==> src/rtl/ddr5_cmd_sequencer_if.sv <==
// Request / DIMM-command bundle between the CPU-side requester and the DDR5 command sequencer.
interface ddr5_cmd_sequencer_if;
  logic        req_valid;
  logic        req_ready;
  logic        req_write;
  logic [33:0] req_addr;
  logic        drop_err;
  logic        cmd_valid;
  logic [2:0]  cmd_type;
  logic [2:0]  cmd_bg;
  logic [1:0]  cmd_bank;
  logic [15:0] cmd_row;
  logic [9:0]  cmd_col;
  logic        cmp_valid;
  logic        cmp_write;
  logic        busy;

  modport master (
    output req_valid, req_write, req_addr,
    input  req_ready, drop_err, cmd_valid, cmd_type, cmd_bg, cmd_bank,
           cmd_row, cmd_col, cmp_valid, cmp_write, busy
  );

  modport slave (
    input  req_valid, req_write, req_addr,
    output req_ready, drop_err, cmd_valid, cmd_type, cmd_bg, cmd_bank,
           cmd_row, cmd_col, cmp_valid, cmp_write, busy
  );
endinterface

==> src/rtl/ddr5_cmd_sequencer.sv <==
// Single-channel DDR5 closed-page command sequencer: request FIFO, address decode,
// and ACT/RD|WR/PRE issue with tRCD, latency, burst, tWR, tRAS and tRP spacing.
module ddr5_cmd_sequencer #(
  parameter int DEPTH   = 16,
  parameter int T_RCD   = 39,
  parameter int T_CAS   = 40,
  parameter int T_CWD   = 38,
  parameter int T_BURST = 8,
  parameter int T_WR    = 30,
  parameter int T_RAS   = 76,
  parameter int T_RP    = 39
) (
  input logic             clk,
  input logic             rst,
  ddr5_cmd_sequencer_if.slave bus
);
  localparam int AW = $clog2(DEPTH);
  localparam int CW = AW + 1;
  localparam int PRE_RD = (T_RCD + T_CAS + T_BURST > T_RAS) ? T_RCD + T_CAS + T_BURST : T_RAS;
  localparam int PRE_WR = (T_RCD + T_CWD + T_BURST + T_WR > T_RAS) ?
                          T_RCD + T_CWD + T_BURST + T_WR : T_RAS;
  // cnt holds the bus-cycle offset of the output being driven, so each wait state
  // hands over one cycle early to let the next command register land on time.
  localparam logic [15:0] RCD_M2    = 16'(T_RCD - 2);
  localparam logic [15:0] PRE_RD_M2 = 16'(PRE_RD - 2);
  localparam logic [15:0] PRE_WR_M2 = 16'(PRE_WR - 2);
  localparam logic [15:0] RP_M3     = 16'(T_RP - 3);
  localparam logic [CW-1:0] FULL    = CW'(DEPTH);

  localparam logic [2:0] C_ACT0 = 3'd0, C_ACT1 = 3'd1, C_RD0 = 3'd2, C_RD1 = 3'd3,
                         C_WR0 = 3'd4, C_WR1 = 3'd5, C_PRE = 3'd6;

  typedef struct packed {
    logic        write;
    logic [2:0]  bg;
    logic [1:0]  bank;
    logic [15:0] row;
    logic [9:0]  col;
  } req_t;

  typedef enum logic [3:0] {
    IDLE, ACT0, ACT1, WAIT_RCD, CMD0, CMD1, WAIT_PRE, PRE, WAIT_RP
  } state_t;

  req_t            mem [DEPTH];
  req_t            in_req, cur;
  logic [AW-1:0]   wr_ptr, rd_ptr;
  logic [CW-1:0]   count, count_nxt;
  logic            accept, push, pop;
  state_t          state;
  logic [15:0]     cnt, cnt_inc;
  logic            unused_addr;

  assign unused_addr = ^bus.req_addr[1:0];
  assign accept  = bus.req_valid & bus.req_ready;
  assign push    = accept & ~bus.req_addr[6];
  assign pop     = (state == IDLE) && (count != '0);
  assign cnt_inc = (cnt == 16'hFFFF) ? cnt : cnt + 16'd1;
  assign in_req  = '{write: bus.req_write, bg: bus.req_addr[9:7], bank: bus.req_addr[11:10],
                     row: bus.req_addr[33:18], col: {bus.req_addr[17:12], bus.req_addr[5:2]}};

  always_comb begin
    count_nxt = count;
    case ({push, pop})
      2'b10:   count_nxt = count + CW'(1);
      2'b01:   count_nxt = count - CW'(1);
      default: count_nxt = count;
    endcase
  end

  always_ff @(posedge clk) begin
    if (push) mem[wr_ptr] <= in_req;
  end

  always_ff @(posedge clk or posedge rst) begin
    if (rst) begin
      wr_ptr        <= '0;
      rd_ptr        <= '0;
      count         <= '0;
      bus.req_ready <= 1'b1;
      bus.drop_err  <= 1'b0;
    end else begin
      if (push) wr_ptr <= wr_ptr + AW'(1);
      if (pop)  rd_ptr <= rd_ptr + AW'(1);
      count         <= count_nxt;
      bus.req_ready <= (count_nxt < FULL);
      bus.drop_err  <= accept & bus.req_addr[6];
    end
  end

  always_ff @(posedge clk or posedge rst) begin
    if (rst) begin
      state         <= IDLE;
      cnt           <= '0;
      cur           <= '0;
      bus.cmd_valid <= 1'b0;
      bus.cmd_type  <= '0;
      bus.cmd_bg    <= '0;
      bus.cmd_bank  <= '0;
      bus.cmd_row   <= '0;
      bus.cmd_col   <= '0;
      bus.cmp_valid <= 1'b0;
      bus.cmp_write <= 1'b0;
      bus.busy      <= 1'b0;
    end else begin
      bus.cmd_valid <= 1'b0;
      bus.cmd_type  <= '0;
      bus.cmd_bg    <= '0;
      bus.cmd_bank  <= '0;
      bus.cmd_row   <= '0;
      bus.cmd_col   <= '0;
      bus.cmp_valid <= 1'b0;
      bus.cmp_write <= 1'b0;
      bus.busy      <= 1'b1;
      cnt           <= cnt_inc;
      case (state)
        IDLE: begin
          bus.busy <= pop || (count_nxt != '0);
          if (pop) begin
            cur   <= mem[rd_ptr];
            state <= ACT0;
          end
        end
        ACT0: begin
          bus.cmd_valid <= 1'b1;
          bus.cmd_type  <= C_ACT0;
          bus.cmd_bg    <= cur.bg;
          bus.cmd_bank  <= cur.bank;
          bus.cmd_row   <= cur.row;
          cnt           <= '0;
          state         <= ACT1;
        end
        ACT1: begin
          bus.cmd_valid <= 1'b1;
          bus.cmd_type  <= C_ACT1;
          bus.cmd_bg    <= cur.bg;
          bus.cmd_bank  <= cur.bank;
          bus.cmd_row   <= cur.row;
          state         <= (T_RCD <= 2) ? CMD0 : WAIT_RCD;
        end
        WAIT_RCD: if (cnt >= RCD_M2) state <= CMD0;
        CMD0: begin
          bus.cmd_valid <= 1'b1;
          bus.cmd_type  <= cur.write ? C_WR0 : C_RD0;
          bus.cmd_bg    <= cur.bg;
          bus.cmd_bank  <= cur.bank;
          bus.cmd_col   <= cur.col;
          state         <= CMD1;
        end
        CMD1: begin
          bus.cmd_valid <= 1'b1;
          bus.cmd_type  <= cur.write ? C_WR1 : C_RD1;
          bus.cmd_bg    <= cur.bg;
          bus.cmd_bank  <= cur.bank;
          bus.cmd_col   <= cur.col;
          state         <= WAIT_PRE;
        end
        WAIT_PRE: if (cnt >= (cur.write ? PRE_WR_M2 : PRE_RD_M2)) state <= PRE;
        PRE: begin
          bus.cmd_valid <= 1'b1;
          bus.cmd_type  <= C_PRE;
          bus.cmd_bg    <= cur.bg;
          bus.cmd_bank  <= cur.bank;
          bus.cmp_valid <= 1'b1;
          bus.cmp_write <= cur.write;
          cnt           <= '0;
          state         <= WAIT_RP;
        end
        WAIT_RP: begin
          // IDLE pop plus ACT0 register take two more cycles before ACT0 is on the bus
          if (cnt >= RP_M3) begin
            bus.busy <= (count_nxt != '0);
            state    <= IDLE;
          end
        end
        default: state <= IDLE;
      endcase
    end
  end
endmodule

==> src/flat_wrapper.sv <==
// flat-port wrapper written by rule: the top's interface ports become plain ports
module ddr5_cmd_sequencer_flat 
#(
  parameter int DEPTH   = 16,
  parameter int T_RCD   = 39,
  parameter int T_CAS   = 40,
  parameter int T_CWD   = 38,
  parameter int T_BURST = 8,
  parameter int T_WR    = 30,
  parameter int T_RAS   = 76,
  parameter int T_RP    = 39
)
  (clk, rst, bus_req_valid, bus_req_write, bus_req_addr, bus_req_ready, bus_drop_err, bus_cmd_valid, bus_cmd_type, bus_cmd_bg, bus_cmd_bank, bus_cmd_row, bus_cmd_col, bus_cmp_valid, bus_cmp_write, bus_busy);
  ddr5_cmd_sequencer_if bus_i ();
  input logic clk;
  input logic rst;
  input wire logic [$bits(bus_i.req_valid)-1:0] bus_req_valid;
  input wire logic [$bits(bus_i.req_write)-1:0] bus_req_write;
  input wire logic [$bits(bus_i.req_addr)-1:0] bus_req_addr;
  output wire logic [$bits(bus_i.req_ready)-1:0] bus_req_ready;
  output wire logic [$bits(bus_i.drop_err)-1:0] bus_drop_err;
  output wire logic [$bits(bus_i.cmd_valid)-1:0] bus_cmd_valid;
  output wire logic [$bits(bus_i.cmd_type)-1:0] bus_cmd_type;
  output wire logic [$bits(bus_i.cmd_bg)-1:0] bus_cmd_bg;
  output wire logic [$bits(bus_i.cmd_bank)-1:0] bus_cmd_bank;
  output wire logic [$bits(bus_i.cmd_row)-1:0] bus_cmd_row;
  output wire logic [$bits(bus_i.cmd_col)-1:0] bus_cmd_col;
  output wire logic [$bits(bus_i.cmp_valid)-1:0] bus_cmp_valid;
  output wire logic [$bits(bus_i.cmp_write)-1:0] bus_cmp_write;
  output wire logic [$bits(bus_i.busy)-1:0] bus_busy;
  assign bus_i.req_valid = bus_req_valid;
  assign bus_i.req_write = bus_req_write;
  assign bus_i.req_addr = bus_req_addr;
  assign bus_req_ready = bus_i.req_ready;
  assign bus_drop_err = bus_i.drop_err;
  assign bus_cmd_valid = bus_i.cmd_valid;
  assign bus_cmd_type = bus_i.cmd_type;
  assign bus_cmd_bg = bus_i.cmd_bg;
  assign bus_cmd_bank = bus_i.cmd_bank;
  assign bus_cmd_row = bus_i.cmd_row;
  assign bus_cmd_col = bus_i.cmd_col;
  assign bus_cmp_valid = bus_i.cmp_valid;
  assign bus_cmp_write = bus_i.cmp_write;
  assign bus_busy = bus_i.busy;
  ddr5_cmd_sequencer #(.DEPTH(DEPTH), .T_RCD(T_RCD), .T_CAS(T_CAS), .T_CWD(T_CWD), .T_BURST(T_BURST), .T_WR(T_WR), .T_RAS(T_RAS), .T_RP(T_RP)) u_core (.clk(clk), .rst(rst), .bus(bus_i));
endmodule
==> config.mk <==
export PLATFORM = sky130hd
export DESIGN_NAME = ddr5_cmd_sequencer_flat
export DESIGN_NICKNAME = d
export VERILOG_FILES = /design/src/rtl/ddr5_cmd_sequencer_if.sv /design/src/rtl/ddr5_cmd_sequencer.sv /design/src/flat_wrapper.sv
export SDC_FILE = /design/constraint.sdc
export NUM_CORES = 1
export LEC_CHECK = 0
export CAP_MARGIN = 20
export CORE_MARGIN = 2
export CORE_UTILIZATION = 35
export DETAILED_ROUTE_END_ITERATION = 8
export REMOVE_ABC_BUFFERS = 1
export SYNTH_ARGS = -nofsm -noshare
export SYNTH_HDL_FRONTEND = slang
export SYNTH_SLANG_ARGS = --single-unit
==> constraint.sdc <==
create_clock -name clk -period 5.3 [get_ports clk]
set_clock_uncertainty 0.05 [all_clocks]
set_input_delay 1.59 -clock clk [delete_from_list [all_inputs] [get_ports clk]]
set_output_delay 1.59 -clock clk [all_outputs]
set_load 0.03 [all_outputs]
==> summary.md, run 1 <==
| Metric | Value |
|---|---|
| Maximum buffer depth of the clock tree | `3` |
| Number of flops mapped to enable cells by yosys | `512` |
| Rows | `95` |
| Area share of and/or/nand/nor cells after synthesis | `3.67%` |
| Post-CTS resize count | `0` |
| Vias in the first global route | `12300` |
| Status | `finished clean` |
| Crit share post-route | `73.6%` |
| Fmax | `0.257 GHz` |
| Commonest cells post-synth | `edfxtp_1, mux4_2, dfrtp_1, a211oi_1, mux2i_1` |
| Total CTS buffers | `66` |
| Clock power frac | `42.7%` |
| Pwr Total | `0.0106 W` |
| CTS H-tree lvls | `3` |
| Setup Crit Path Kind | `in -> reg` |
| Largest net degree at the start of global routing | `76` |
| Worst hold slack | `0.419 ns` |
| Top cells by area, synth | `edfxtp_1, mux4_2, dfrtp_1` |
| FILL cells | `5948` |
| R2r worst-path depth | `9` |
| Die area | `0.0706 mm²` |
| Most frequent cell after synthesis | `edfxtp_1` |
| Number of vias in the routed layout | `11700` |
| Critical path required time | `5.66 ns` |
| Post-Layout Inst Area | `0.0280 mm²` |
| Yosys top cell area share | `64.2%` |
| Area delta synth->final | `16.9%` |
| Setup TNS | `0 ns` |
| Post-Syn Area | `0.0240 mm²` |
| Compound-gate portion of the synthesized area | `4.38%` |
| Core area | `0.0675 mm²` |
| Boundary pin count | `78` |
| Count of pins over their slew limit | `0` |
| Worst slew pin tran | `1.04 ns` |
| Chip Width | `266 µm` |
| Gate power share | `4.8%` |
| Synth Flop Type | `edfxtp_1` |
| PortBufs | `75` |
| Global placement routability congestion | `0.739` |
| Part of the power in registers | `52.5%` |
| Initial Util | `35.5%` |
| Yosys cell types | `59` |
| Main combinational cell family by area after synthesis | `multiplexers` |
| Ratio of cells with drive above 1 in the final layout | `21.5%` |
| Clock tree from TritonCTS | `yes` |
| Maximum fanout along the worst path | `10` |
| Final hold vios | `0` |
| Routed Antenna Nets | `0` |
| Drt wl/cell | `23.3 µm` |
| Hpwl dp | `29000 µm` |
| Slew HR | `30.4%` |
| Total grt overflow | `0` |
| First-pass GRT wire length | `77700 µm` |
| Initial drt markers | `872` |
| YS warnings | `0` |
| NetSw | `0.00235 W` |
| Number of max-cap violations | `0` |
| Synth async-reset ratio | `17.0%` |
| Internal Power | `0.00821 W` |
| Clock Root Buffer | `clkbuf_16` |
| Synth Register Bits | `617` |
| Avg Cell Area, Syn | `20.1 µm²` |
| Period minus WS final | `3.90 ns` |
| Cells after Synth | `1193` |
| Switching Fraction | `22.2%` |
| Residual DRC | `0` |
| RSZ-0062 raised after global routing | `false` |
| Post-synthesis mux area share | `13.5%` |
| Post-CTS Hold Buffers | `0` |
| Post-CTS setup buffer count | `0` |
| Worst Path Arrival | `4.26 ns` |
| Total Wirelength | `51900 µm` |
| Crit start category | `input pin` |
| Sequential area share after synthesis | `75.1%` |
| Min-delay worst type | `reg -> reg` |
| Element type at the critical path end | `register` |
| Clock slew at reported path FFs | `0.06 ns` |
| DR pass1 iterations | `5` |
| Worst ir drop on vdd | `0.221 mV` |
| Vert. Die Dim | `266 µm` |
| Adder-cell share of the synthesized area | `0.815%` |
| Placed instance area | `0.0258 mm²` |
| Setup violations, final | `0` |
| Initial antenna violation count | `2` |
| Clk_lat worst skew | `0.62 ns` |
| Overall Global Routing Usage | `14.8%` |
| Nets | `1355` |
| Vias per inst | `5.24` |
| Yosys top cell by area | `edfxtp_1` |
| Power Density | `377 mW/mm²` |
| Leak Pwr | `9.12 nW` |
| Hold path depth | `1` |
| Sink Count | `617` |
| Post-Synth XOR/XNOR Area | `0.475%` |
==> power by group through the flow <==
stage	sequential, W	clock [W]	combinational, W
after floorplan	0.00563	0	0.000250
after global placement	0.00563	0	0.000499
after detailed placement	0.00564	0	0.000515
after CTS	0.00554	0.00461	0.000517
after global routing	0.00556	0.00481	0.000556
final	0.00554	0.00451	0.000508
==> final timing paths <==
path	end	from	slack [ns]
max in group asynchronous	u_core.bus.req_ready	rst	2.84
worst min-delay path	u_core.cur[17]	u_core.cur[17]	0.42
worst max register to register	u_core.bus.busy	u_core.state[0]	2.13
min in group asynchronous	u_core.cur[10]	rst	1.46
worst min register to register	u_core.cur[17]	u_core.cur[17]	0.42
worst max-delay path	u_core.bus.busy	bus_req_valid	1.40
==> per-layer routing <==
metal / vias to the layer above / GRT usage [%] / share of wire, %
met1: 6259 / 20.2 / 45
met3: 63 / 3.26 / 5.2
met2: 265 / 24.4 / 49
li1: 5104 / - / -
met5: - / 0 / 0
met4: 0 / 3.66 / 1.6
==> flip-flops by register name, summed over array words and instances (netlist names), 4 cells and up <==
register / count
u_core.bus.cmd_col: 10
u_core.bus.cmd_row: 16
u_core.cnt: 16
u_core.count: 5
u_core.cur: 32
u_core.mem: 512
u_core.rd_ptr: 4
u_core.state: 4
u_core.wr_ptr: 4
==> through the flow <==
stage	util [%]	setup WS [ns]	instances
2_1_floorplan	-	-0.0133	1127
3_3_place_gp	38.3	0.999	2107
3_5_place_dp	38.3	0.856	2107
4_1_cts	41.5	1.44	2229
5_1_grt	41.5	1.23	2229
6_report	41.5	1.40	2230
==> cell usage in the layout (no fill, tap or decap), types with 4 or more instances in the layout <==
cell	synthesis	final
edfxtp_1	512	512
mux4_2	126	126
a21oi_1	20	20
nand4_1	7	7
nor3_1	10	5
nor3_2	1	6
o22ai_1	32	32
nand2_1	24	24
a2111o_1	4	4
or4_1	4	4
clkdlybuf4s50_1	0	75
o21ai_1	4	4
buf_4	17	25
mux2i_1	34	34
nor3b_1	4	4
nand3_1	13	13
nor2_1	22	10
a211oi_1	34	34
clkbuf_16	0	67
o31ai_1	6	6
and2_1	33	33
a21o_1	33	33
clkinv_1	0	8
o21ai_0	10	10
nor4_1	4	4
dfrtp_1	104	100
or3_1	4	4
clkbuf_1	18	13
clkbuf_8	0	9
xnor2_1	11	11
clkinvlp_4	0	6
nand2b_1	5	4
buf_12	4	7
inv_6	0	4
ha_1	14	14
clkinv_2	0	9
inv_1	12	11
nor2_4	0	12
==> cells by family after synthesis <==
kind of cell    after synthesis
simple gates                153
fa+ha+maj                    15
xor+xnor                     13
flops                       617
mux                         163
buf+inv                      79
compound gates              153
==> worst max-delay path, stage by stage <==
cell and delay [ns]:
clkdlybuf4s50_1 0.48, nand2_1 0.06, nor2_1 0.09, buf_4 0.20, inv_1 0.06, ha_1 0.32, fa_1 0.46, a21oi_1 0.22
mux2i_1 0.12, a211oi_1 0.45, nand4b_1 0.19
==> cell type report <==
| type | count | area [µm²] | share of cell area (%) |
|---|---|---|---|
| Antenna cell | 1 | 2.50 | 0.00894 |
| Timing Repair Buffer | 107 | 1080 | 3.85 |
| Clock buffer | 89 | 1850 | 6.60 |
| Inverter | 13 | 53.8 | 0.192 |
| Sequential cell | 617 | 18000 | 64.3 |
| Tap cell | 873 | 1090 | 3.90 |
| Multi-Input combinational cell | 497 | 5600 | 20.0 |
| Clock inverter | 33 | 309 | 1.10 |
Power figures use the tool's default switching activity.
==> inputs of run 2 (changes only) <==
- clock period: 5.3 -> 3.92 ns (I/O delays scaled with it)
==> run 2 against run 1 <==
Against the previous run: design area up 0.87%; sequential power rose by 35%; final cell count increased by 0.81%; die area is the same; worst setup slack lost 0.75 ns; largest cell class unchanged; power increased by 39%; sequential share of layout area decreased by 0.55 points; register-to-register slack got worse by 1.2 ns; routed wire length increased by 0.90%; worst hold slack worse by 0.0042 ns; critical path depth stayed put.
==> summary.md, run 2 (synthesis gave the netlist of run 1 again) <==
| Metric | Value |
|---|---|
| Slew HR | `30.6% (+0.16 points)` |
| Min-delay worst type | `reg -> reg` |
| Internal Power | `0.0114 W (+39%)` |
| Worst Path Arrival | `3.71 ns (-0.55 ns)` |
| First-pass GRT wire length | `79700 µm (+2.5%)` |
| Post-CTS resize count | `0 (unchanged)` |
| Clock tree from TritonCTS | `yes` |
| Routed Antenna Nets | `0 (unchanged)` |
| Total grt overflow | `0 (unchanged)` |
| Largest net degree at the start of global routing | `74 (-2.6%)` |
| Clock slew at reported path FFs | `0.06 ns (about the same)` |
| Slowest CP cell | `clkdlybuf4s50_1` |
| Element type at the critical path end | `register` |
| Setup Crit Path Kind | `in -> reg` |
| Boundary pin count | `78 (unchanged)` |
| Initial drt markers | `1013 (+16%)` |
| CTS H-tree lvls | `3 (unchanged)` |
| Multi-input logic area | `0.00560 mm² (unchanged)` |
| Worst path cell trace | `clkdlybuf4s50_1, nand2_1, nor2_1, inv_1, ha_1, fa_1, a21oi_1, mux2i_1, a211oi_1, buf_4, inv_1` |
| Maximum fanout along the worst path | `10 (unchanged)` |
| Status | `finished clean` |
| Part of the power in registers | `51.1% (-1.4 points)` |
| Commonest non-fill, non-tap cell in the layout | `edfxtp_1` |
| Period minus WS final | `3.27 ns` |
| Cell family with most CP delay | `adder cells` |
| Core area | `0.0675 mm² (unchanged)` |
| Global placement routability congestion | `0.789 (+6.8%)` |
| Hpwl dp | `29600 µm (+2.3%)` |
| Number of max-cap violations | `0 (unchanged)` |
| DR pass1 iterations | `4 (-1)` |
| Critical path required time | `4.36 ns (-1.30 ns)` |
| RSZ-0062 raised after global routing | `false` |
| Commonest non-fill, non-tap cells in the layout | `edfxtp_1, mux4_2, dfrtp_1` |
| Vias in the first global route | `12500 (+1.7%)` |
| Seq. cell area | `0.0180 mm² (unchanged)` |
| Crit share post-route | `83.4%` |
| Die area | `0.0706 mm² (unchanged)` |
| Vert. Die Dim | `266 µm (unchanged)` |
| Worst ir drop on vdd | `0.461 mV (+110%)` |
| Setup TNS | `0 ns (unchanged)` |
| Number of vias in the routed layout | `11900 (+1.7%)` |
| Sink Count | `617 (unchanged)` |
| NetSw | `0.00323 W (+38%)` |
| Total Wirelength | `52300 µm (+0.90%)` |
| Initial Util | `35.5% (unchanged)` |
| Ratio of cells with drive above 1 in the final layout | `22.1% (+0.55 points)` |
| WP buf/inv | `4 (+1)` |
| Chip Width | `266 µm (unchanged)` |
| Gate power share | `4.8% (about the same)` |
| Crit start category | `input pin` |
| Post-CTS Hold Buffers | `0 (unchanged)` |
| Final hold vios | `0 (unchanged)` |
| Top reg by flops | `u_core.mem` |
| Post-CTS setup buffer count | `0 (unchanged)` |
| Count of pins over their slew limit | `0 (unchanged)` |
| Reg-to-reg slack, setup | `0.96 ns (-1.17 ns)` |
| Max reg flops | `512 (unchanged)` |
| Core Util, Final | `41.8% (+0.36 points)` |
| Residual DRC | `0 (unchanged)` |
| Clock Root Buffer | `clkbuf_16` |
| Layout Cells excl Fill | `2248 (+0.81%)` |
| Largest registers | `u_core.mem: 512 flops, u_core.cur: 32 flops` |
| Vias per inst | `5.29 (+0.91%)` |
| Maximum buffer depth of the clock tree | `3 (unchanged)` |
| Overall Global Routing Usage | `15.2% (+0.34 points)` |
| Power Density | `519 mW/mm² (+37%)` |
| Dpl cells | `2117 (+0.47%)` |
| Leak Pwr | `9.25 nW (+1.4%)` |
| Total CTS buffers | `69 (+4.5%)` |
| Nets | `1368 (+0.96%)` |
| Switching Fraction | `22.1% (-0.17 points)` |
| Worst slew pin tran | `1.04 ns (-0.00235 ns)` |
| Rows | `95 (unchanged)` |
| Initial antenna violation count | `4 (+2)` |
| Drt wl/cell | `23.3 µm (about the same)` |
| Most used cell, CP | `inv_1` |
| Setup violations, final | `0 (unchanged)` |
| CP max stage delay | `0.47 ns (about the same)` |
| Area delta synth->final | `17.9%` |
| Clk_lat worst skew | `0.61 ns (about the same)` |
| Fmax | `0.306 GHz` |
| PortBufs | `75 (unchanged)` |
| Clock power frac | `44.0% (+1.3 points)` |
| FILL cells | `5862 (-1.4%)` |
[run 2: layout make-up]
| class | instances | share of cell area (%) |
|---|---|---|
| clock buffer | 86 | 6.41 |
| timing repair buffer | 117 | 4.22 |
| clock inverter | 42 | 1.67 |
| inverter | 13 | 0.190 |
| sequential | 617 | 63.8 |
| antenna | 3 | 0.0266 |
| tap | 873 | 3.87 |
| multi-input combinational | 497 | 19.8 |
[run 2: metrics by stage]
stage	area, µm²	hold WS [ns]	setup slack, ns	total power [W]
global placement	26000	0.401	0.136	0.00831
floorplan	23500	0.391	-1.39	0.00794
finish	28200	0.415	0.650	0.0146
detailed placement	26000	0.408	0.0974	0.00834
CTS	28200	0.421	0.728	0.0148
global route	28200	0.432	0.491	0.0151
[run 2: metal layers]
layer / routed length, µm / vias to the layer above / part of all wire (%) / global-route usage (%)
met5: 12 / - / 0.023 / 0
met4: 1190 / 2 / 2.3 / 4.36
met3: 2770 / 85 / 5.3 / 2.81
met2: 25400 / 309 / 49 / 24.6
met1: 23000 / 6359 / 44 / 21.0
li1: - / 5138 / - / -
[run 2: worst paths after layout]
kind	end	startpoint	depth (start not counted)
setup / recovery	u_core.count[4]	bus_req_valid	11
hold / removal	u_core.cur[25]	u_core.cur[25]	1
setup reg to reg	u_core.count[4]	u_core.state[0]	10
hold reg to reg	u_core.cur[25]	u_core.cur[25]	1
max in group asynchronous	u_core.cur[28]	rst	3
min in group asynchronous	u_core.bus.cmd_col[9]	rst	2
[run 2: power by group through the flow]
stage / combinational [W] / sequential [W] / clock [W]
after floorplan: 0.000338 / 0.00761 / 0
after detailed placement: 0.000717 / 0.00762 / 0
after global placement: 0.000697 / 0.00761 / 0
after global routing: 0.000770 / 0.00751 / 0.00687
final: 0.000706 / 0.00749 / 0.00645
after CTS: 0.000717 / 0.00749 / 0.00658
==> inputs of run 3 (changes only) <==
- clock period: 3.92 -> 2.75 ns (I/O delays scaled with it)
==> run 3 against run 2 <==
Against the previous run: first-iteration DRC count is 6.9% lower; sequential share of layout area is 2.2 points lower; die area stayed put; register-to-register slack worse by 0.81 ns; clock-buffer cell count is 2 higher; critical path depth is 10 lower; clock power is 44% higher; final cell count is 2.6% higher; via count is 2.3% higher; non-clock buffer count is 60 higher; design area is 3.5% higher; power is 45% higher.
==> summary.md, run 3 (synthesis gave the netlist of run 1 again) <==
| Metric | Value |
|---|---|
| Status | `finished clean` |
| Ratio of cells with drive above 1 in the final layout | `25.8% (+3.7 points)` |
| PortBufs | `75 (unchanged)` |
| Total grt overflow | `0 (unchanged)` |
| N_diodes | `0 (-3)` |
| Chip Width | `266 µm (unchanged)` |
| Die area | `0.0706 mm² (unchanged)` |
| Worst slew pin tran | `1.02 ns (-0.0218 ns)` |
| Clock Root Buffer | `clkbuf_16` |
| Clock tree from TritonCTS | `yes` |
| Critical path required time | `1.88 ns (-2.48 ns)` |
| Setup TNS | `0 ns (unchanged)` |
| Worst path cell trace | `clkdlybuf4s50_1` |
| Cell family with most CP delay | `buffers and inverters` |
| Commonest non-fill, non-tap cell in the layout | `edfxtp_1` |
| Global placement routability congestion | `0.789 (about the same)` |
| Post-CTS Hold Buffers | `0 (unchanged)` |
| Rows | `95 (unchanged)` |
| Setup Crit Path Kind | `reg -> out` |
| Post-CTS setup buffer count | `0 (unchanged)` |
| Crit start category | `register` |
| Crit share post-route | `97.3%` |
| Clk_lat worst skew | `0.61 ns (about the same)` |
| Worst hold slack | `0.414 ns (-0.000889 ns)` |
| DR pass1 iterations | `5 (+1)` |
| Number of max-cap violations | `0 (unchanged)` |
| RSZ-0062 raised after global routing | `false` |
| Initial Util | `35.5% (unchanged)` |
| CTS H-tree lvls | `3 (unchanged)` |
| Number of vias in the routed layout | `12200 (+2.3%)` |
| Worst Path Arrival | `1.80 ns (-1.91 ns)` |
| Largest registers | `u_core.mem: 512 flops, u_core.cur: 32 flops` |
| Leak Pwr | `9.69 nW (+4.8%)` |
| Post-CTS resize count | `0 (unchanged)` |
| Total Wirelength | `55300 µm (+5.7%)` |
| Worst ir drop on vdd | `0.632 mV (+37%)` |
| Routed Antenna Nets | `0 (unchanged)` |
| Drt wl/cell | `24.0 µm (+3.0%)` |
| Vert. Die Dim | `266 µm (unchanged)` |
| Slew HR | `32.0% (+1.5 points)` |
| Setup violations, final | `0 (unchanged)` |
| Area delta synth->final | `22.0%` |
| Clock slew at reported path FFs | `0.05 ns (about the same)` |
| WP buf/inv | `1 (-3)` |
| Max reg flops | `512 (unchanged)` |
| Largest net degree at the start of global routing | `67 (-9.5%)` |
| Period minus WS final | `2.68 ns` |
| Boundary pin count | `78 (unchanged)` |
| Residual DRC | `0 (unchanged)` |
| Sink Count | `617 (unchanged)` |
| Nets | `1429 (+4.5%)` |
| Element type at the critical path end | `primary output` |
| Maximum fanout along the worst path | `3 (-7)` |
| Overall Global Routing Usage | `15.9% (+0.75 points)` |
| Total CTS buffers | `70 (+1.4%)` |
| CP max stage delay | `0.66 ns (+0.19 ns)` |
| Core area | `0.0675 mm² (unchanged)` |
| Vias per inst | `5.27 (-0.30%)` |
| Vias in the first global route | `12900 (+3.1%)` |
| Min-delay worst type | `reg -> reg` |
| Fmax | `0.374 GHz` |
| Final hold vios | `0 (unchanged)` |
| Commonest non-fill, non-tap cells in the layout | `edfxtp_1, mux4_2, dfrtp_1` |
| Hpwl dp | `33400 µm (+13%)` |
| Count of pins over their slew limit | `0 (unchanged)` |
| Core Util, Final | `43.3% (+1.5 points)` |
| Initial drt markers | `943 (-6.9%)` |
| Initial antenna violation count | `4 (unchanged)` |
| First-pass GRT wire length | `83500 µm (+4.8%)` |
| Top reg by flops | `u_core.mem` |
| Power Density | `725 mW/mm² (+40%)` |
| Slowest CP cell | `clkdlybuf4s50_1` |
| Maximum buffer depth of the clock tree | `3 (unchanged)` |
-- run 3: final cells by class --
| cell class | count | area, µm² |
|---|---|---|
| Fill cell | 5817 | 38300 |
| Sequential cell | 617 | 18000 |
| Multi-Input combinational cell | 497 | 5630 |
| Timing Repair Buffer | 177 | 2120 |
| Clock buffer | 88 | 1840 |
| Tap cell | 873 | 1090 |
| Clock inverter | 41 | 494 |
| Inverter | 13 | 53.8 |
-- run 3: worst paths after layout --
check | endpoint | slack, ns | start | cells after the start
worst min-delay path | u_core.cur[9] | 0.41 | u_core.cur[9] | 1
worst max register to register | u_core.bus.busy | 0.15 | u_core.state[1] | 9
worst min register to register | u_core.cur[9] | 0.41 | u_core.cur[9] | 1
max in group asynchronous | u_core.bus.req_ready | 1.46 | rst | 3
worst max-delay path | bus_req_ready | 0.07 | u_core.bus.req_ready | 1
min in group asynchronous | u_core.bus.cmd_col[9] | 0.59 | rst | 2
-- run 3: routing by layer --
metal	up-vias	global-route usage, %	part of all wire, %
met4	6	3.69	1.5
met1	6496	22.7	45
met5	-	0	0.067
met3	72	3.12	5.3
met2	320	25.4	48
li1	5269	-	-
-- run 3: power by group --
group / switching (W) / internal [W] / leakage, nW
clock: 0.00381 / 0.00550 / 1.12
sequential: 0.000172 / 0.0105 / 5.93
combinational: 0.000732 / 0.000480 / 2.63
-- run 3: metrics by stage --
step | total power, W | instances | setup WS [ns] | cell area (µm²)
2_1_floorplan | 0.0113 | 1127 | -2.56 | 23500
3_3_place_gp | 0.0120 | 2177 | -0.465 | 26900
3_5_place_dp | 0.0121 | 2177 | -0.625 | 26900
4_1_cts | 0.0214 | 2306 | 0.00913 | 29200
5_1_grt | 0.0219 | 2306 | 0.0268 | 29200
6_report | 0.0212 | 2306 | 0.0744 | 29200
